## src/rtl/euler_result_reporter.sv

```systemverilog
// Reports a solver answer as ASCII decimal over a valid/ready byte stream.
// The capture is converted by a sequential double-dabble, leading zeros are skipped and EOL closes it.
module euler_result_reporter #(
  parameter int unsigned DATA_W   = 64,
  parameter int unsigned DIGITS   = 20,
  parameter logic [7:0]  EOL_CHAR = 8'h0A
) (
  input  logic              clk,
  input  logic              rst_n,
  input  logic [DATA_W-1:0] result,
  input  logic              done,
  input  logic              error,
  output logic [7:0]        char_data,
  output logic              char_valid,
  input  logic              char_ready,
  output logic              busy,
  output logic              report_done
);

  localparam int unsigned IterW = $clog2(DATA_W + 1);
  localparam int unsigned IdxW  = (DIGITS > 1) ? $clog2(DIGITS) : 1;
  localparam logic [IterW-1:0] IterLast = IterW'(DATA_W - 1);
  localparam logic [IdxW-1:0]  IdxTop   = IdxW'(DIGITS - 1);

  typedef enum logic [2:0] {
    StIdle,
    StConvert,
    StSkip,
    StSend,
    StEol,
    StErrmsg
  } state_e;

  state_e              state_q, state_d;
  logic [DATA_W-1:0]   shift_q, shift_d;
  logic [4*DIGITS-1:0] bcd_q, bcd_d, bcd_step;
  logic [IterW-1:0]    iter_q, iter_d;
  logic [IdxW-1:0]     idx_q, idx_d;
  logic [1:0]          err_cnt_q, err_cnt_d;
  logic                done_q, error_q;
  logic                report_done_q, report_done_d;
  logic                trig_done, trig_err, accept;
  logic [3:0]          cur_digit;

  assign trig_done = done & ~done_q;
  assign trig_err  = error & ~error_q;
  assign accept    = char_valid & char_ready;
  assign cur_digit = bcd_q[4*idx_q +: 4];

  // One double-dabble step: correct each digit, then shift {bcd, shift} left by one.
  // The correction's carry-out of the top digit is dropped; the sizing guarantees it stays 0.
  always_comb begin : dd_step
    logic [3:0] d;
    logic       cin;
    cin      = shift_q[DATA_W-1];
    bcd_step = '0;
    for (int i = 0; i < int'(DIGITS); i++) begin
      d = bcd_q[4*i +: 4];
      if (d >= 4'd5) d = d + 4'd3;
      bcd_step[4*i +: 4] = {d[2:0], cin};
      cin = d[3];
    end
  end

  always_ff @(posedge clk) begin
    if (!rst_n) begin
      state_q       <= StIdle;
      shift_q       <= '0;
      bcd_q         <= '0;
      iter_q        <= '0;
      idx_q         <= '0;
      err_cnt_q     <= '0;
      done_q        <= 1'b0;
      error_q       <= 1'b0;
      report_done_q <= 1'b0;
    end else begin
      state_q       <= state_d;
      shift_q       <= shift_d;
      bcd_q         <= bcd_d;
      iter_q        <= iter_d;
      idx_q         <= idx_d;
      err_cnt_q     <= err_cnt_d;
      done_q        <= done;
      error_q       <= error;
      report_done_q <= report_done_d;
    end
  end

  always_comb begin
    state_d       = state_q;
    shift_d       = shift_q;
    bcd_d         = bcd_q;
    iter_d        = iter_q;
    idx_d         = idx_q;
    err_cnt_d     = err_cnt_q;
    report_done_d = 1'b0;
    unique case (state_q)
      StIdle: begin
        // Error wins when both edges land in the same cycle.
        if (trig_err) begin
          state_d   = StErrmsg;
          err_cnt_d = '0;
        end else if (trig_done) begin
          state_d = StConvert;
          shift_d = result;
          bcd_d   = '0;
          iter_d  = '0;
        end
      end
      StConvert: begin
        shift_d = shift_q << 1;
        bcd_d   = bcd_step;
        iter_d  = iter_q + IterW'(1);
        if (iter_q == IterLast) begin
          state_d = StSkip;
          idx_d   = IdxTop;
        end
      end
      StSkip: begin
        if (cur_digit == 4'd0 && idx_q != '0) idx_d = idx_q - IdxW'(1);
        else state_d = StSend;
      end
      StSend: begin
        if (accept) begin
          if (idx_q == '0) state_d = StEol;
          else idx_d = idx_q - IdxW'(1);
        end
      end
      StEol: begin
        if (accept) begin
          state_d       = StIdle;
          report_done_d = 1'b1;
        end
      end
      StErrmsg: begin
        if (accept) begin
          if (err_cnt_q == 2'd2) state_d = StEol;
          else err_cnt_d = err_cnt_q + 2'd1;
        end
      end
      default: state_d = StIdle;
    endcase
  end

  // Outputs decode registered state only, so char_valid never depends on char_ready.
  always_comb begin
    busy        = (state_q != StIdle);
    report_done = report_done_q;
    char_valid  = 1'b0;
    char_data   = 8'h00;
    unique case (state_q)
      StSend: begin
        char_valid = 1'b1;
        char_data  = 8'h30 + {4'h0, cur_digit};
      end
      StEol: begin
        char_valid = 1'b1;
        char_data  = EOL_CHAR;
      end
      StErrmsg: begin
        char_valid = 1'b1;
        char_data  = (err_cnt_q == 2'd0) ? 8'h45 : 8'h52;
      end
      default: ;
    endcase
  end

endmodule

```

## config.mk

```make
export PLATFORM = sky130hd
export DESIGN_NAME = euler_result_reporter
export DESIGN_NICKNAME = d
export VERILOG_FILES = /design/src/rtl/euler_result_reporter.sv
export SDC_FILE = /design/constraint.sdc
export NUM_CORES = 1
export LEC_CHECK = 0
export ABC_CLOCK_PERIOD_IN_PS = 2400
export BUFFER_PORTS_ARGS = -buffer_cell sky130_fd_sc_hd__clkbuf_2
export CAP_MARGIN = 40
export CORE_UTILIZATION = 60
export DETAILED_ROUTE_END_ITERATION = 6
export MAX_ROUTING_LAYER = met4
export PLACE_DENSITY = 0.8
export SLEW_MARGIN = 5
export SYNTH_ARGS = -nofsm -noshare
export SYNTH_HDL_FRONTEND = slang
export SYNTH_SLANG_ARGS = --single-unit
```

## constraint.sdc

```tcl
create_clock -name clk -period 2.4 [get_ports clk]
set_input_delay 0.48 -clock clk [delete_from_list [all_inputs] [get_ports clk]]
set_output_delay 0.48 -clock clk [all_outputs]
set_load 0.02 [all_outputs]
```

==> flow_metrics.py <==
metrics = {
    "timing": {
        "fin_tns_setup_ps": -769.7,
        "setup_viol_count_final": 5,
        "hold_viol_final": 0,
        "max_slew_margin_pct": 57.54,
        "fin_skew_ps": 10.41,
        "drv_slew": 0,
        "layout_setup_ws_ps": -229.4,
        "rsz0062_at_grt": "true",
        "clock.fmax_ghz": 0.3803,
        "min_period_ps": 2629,
        "tightest_slew_ps": 630.2,
        "period_share_pct": 109.6,
    },
    "layout": {
        "seq_area_um2": 3293,
        "layout.nets": 1307,
        "stdcell_area_um2": 10680,
        "fillers": 1193,
        "drive_gt1_share_pct": 14.36,
        "syn2layout_area_growth_pct": 15.48,
        "multi_input_area_um2": 5564,
        "antenna_cells": 0,
        "post-route-util_pct": 70.51,
    },
    "placement": {
        "place_congestion": 0.9010,
        "placed_area_um2": 9941,
        "io_buffers": 78,
        "post-dp-hpwl_mm": 14.62,
    },
    "route": {
        "wl_per_cell_um": 15.35,
        "ant_nets": 0,
        "via_per_inst": 5.850,
        "vias": 8149,
        "drt-pass1-iter-count": 5,
        "drc_errors": 0,
        "drt_iter0_drc": 605,
        "totalWireLength_mm": 21.38,
    },
    "setup_path": {
        "critPathKind": "flop to output port",
        "critPathRequiredTime_ps": 1920,
        "r2r_slack_ps": -30,
        "endpoint_kind": "output port",
        "cp-start-kind": "flop",
        "worstPathMaxFanout": 3,
        "reg2reg_depth": 9,
        "worstPathArrival_ps": 2150,
    },
    "hold_path": {
        "hold_depth": 2,
        "hold_class": "input pin to flop",
    },
    "grt": {
        "grt_pass1_wl_mm": 35.99,
        "grt_pass1_vias": 7593,
        "grt_overflow_total": 0,
        "grt_use_met3_pct": 5.480,
        "grtUsageMet2_pct": 46.02,
        "grt_max_degree": 75,
        "grtUsageMet1_pct": 35.56,
        "grtUsageTotal_pct": 28.48,
        "antenna_found_initial": 0,
        "grt_busiest_layer": "met2",
    },
    "die": {
        "start_util_pct": 61.06,
        "die_area_um2": 15910,
        "row_count": 45,
        "die_y_um": 126.1,
        "io_pins": 80,
        "core-area_um2": 15150,
        "die_x_um": 126.1,
    },
    "clocking": {
        "cts_tree": "yes",
        "root_buffer": "clkbuf_16",
        "clk_transition_reported_paths_ps": 70,
        "cts.path.max_buffers": 2,
        "clk_latency_ps": 440,
        "numCtsBuffers": 17,
        "ctsHoldBuffers": 0,
        "clock-sinks": 164,
        "htree_levels": 4,
    },
    "yosys": {
        "yosysWarnings": 0,
        "seq_area_frac_synth_pct": 35.50,
        "synth_fp_nets": 1256,
        "synth-edff-count": 0,
        "avgSynthCellArea_um2": 8.098,
        "yosys-top-cells-area": "dfxtp_1 36%, nand2_1 7.7%, o211a_1 6.9%",
        "synth_cell_types": 53,
        "syn_area_um2": 9248,
        "synthTopCellsByCount": "190 x nand2_1, 164 x dfxtp_1, 92 x nand3_1",
        "yosysMostFrequentCell": "nand2_1",
        "ys_ff_latch": 164,
        "synthFlopType": "dfxtp_1",
        "synth_top_area_share_pct": 35.50,
        "async_flop_share_pct": 0,
        "synthCells": 1142,
        "synth_top_area_cell": "dfxtp_1",
    },
    "outcome": {
        "outcome": "finished with violations",
        "failed_checks": "negative setup slack",
    },
    "pwr": {
        "p_leak_nw": 4.584,
        "p_per_area_nw_per_um2": 931.8,
        "vdd_drop_max_mv": 0.6523,
    },
    "run": {
        "drv_cap": 0,
    },
}
power by group:
group | internal, mW | leakage, nW | total [mW] | switching [mW]
registers | 3.23 | 1.34 | 3.56 | 0.330
logic | 1.41 | 2.94 | 3.50 | 2.09
clock network | 1.71 | 0.302 | 2.89 | 1.18
total | 6.36 | 4.58 | 9.95 | 3.60
flip-flops by register name, summed over array words and instances (netlist names):
name and count:
error_q 1, bcd_q 80, idx_q 5, shift_q 64
report_done 1, err_cnt_q 2, state_q 3, done_q 1
iter_q 7
cells in the final DEF (no fill, tap or decap), types with 3 or more instances in the layout:
cell type / count
clkbuf_2: 73
mux2i_1: 20
mux4_2: 8
ha_1: 45
xnor2_1: 20
o211ai_1: 4
a21boi_0: 23
inv_1: 50
inv_6: 7
nor2_1: 16
and2_1: 25
xor2_1: 23
nor2b_1: 51
o22ai_1: 21
bufinv_16: 3
a22oi_1: 26
nand2_2: 4
a21oi_1: 43
nand2_1: 185
buf_6: 3
nand3_1: 92
dfxtp_1: 160
nor3_1: 41
o211a_1: 64
o21ai_0: 68
clkbuf_16: 17
nand2b_1: 24
nand4_1: 7
buf_12: 9
buf_4: 24
final timing paths:
path | to | startpoint
setup / recovery | char_data[1] | idx_q[0]$_SDFFE_PN0P_
hold / removal | done_q$_SDFF_PN0_ | done
setup reg to reg | idx_q[3]$_SDFFE_PN0P_ | idx_q[0]$_SDFFE_PN0P_
hold reg to reg | shift_q[0]$_SDFFE_PN0P_ | shift_q[0]$_SDFFE_PN0P_
cells by family after synthesis:
| logic type | after synthesis | share of synthesized area, % |
|---|---|---|
| buf+inv | 129 | 5.480 |
| other cells | 1 | 0.04055 |
| xor+xnor | 43 | 4.073 |
| compound gates | 271 | 20.66 |
| flops | 164 | 35.50 |
| fa+ha+maj | 45 | 6.088 |
| simple gates | 459 | 23.80 |
| mux | 30 | 4.357 |
cell type report:
type / instances / area share [%]
inverter: 50 / 1.757
multi-input combinational: 849 / 52.10
clock buffer: 19 / 4.241
timing repair buffer: 111 / 7.323
tap: 188 / 2.203
clock inverter: 12 / 1.535
sequential: 164 / 30.84
stage by stage:
step           power (mW)  hold slack, ps  instances  setup slack (ps)
2_1_floorplan       5.905           441.2       1142             108.5
3_3_place_gp        6.879           451.8       1361             84.39
3_5_place_dp        6.965           466.7       1361             38.11
4_1_cts             9.893           277.7       1393            -230.6
5_1_grt             10.50           282.6       1393            -277.9
6_report            9.951           286.7       1393            -229.4
worst max-delay path, cell delays in order (launching register included):
cell,delay [ps]
dfxtp_4,370
buf_6,100
mux4_2,490
mux2_4,290
nand2_2,70
o311a_4,200
o21ai_4,60
buf_8,130
what timing repair did:
action / CTS / global route
resized for setup: 24 / 11
buffers inserted: 1 / 0
endpoints found under the hold margin: 0 / 0
endpoints found under the setup margin: 4 / 10
pin swaps: 3 / 2
per-layer routing:
layer | part of all wire (%) | wire length [um] | up-vias
met4 | 1.9 | 408 | 0
met2 | 48 | 10260 | 187
met5 | 0 | 0 | -
li1 | - | - | 4084
met1 | 46 | 9811 | 3847
met3 | 4.2 | 895 | 31
No activity file was read; power rests on OpenSTA's default activity.
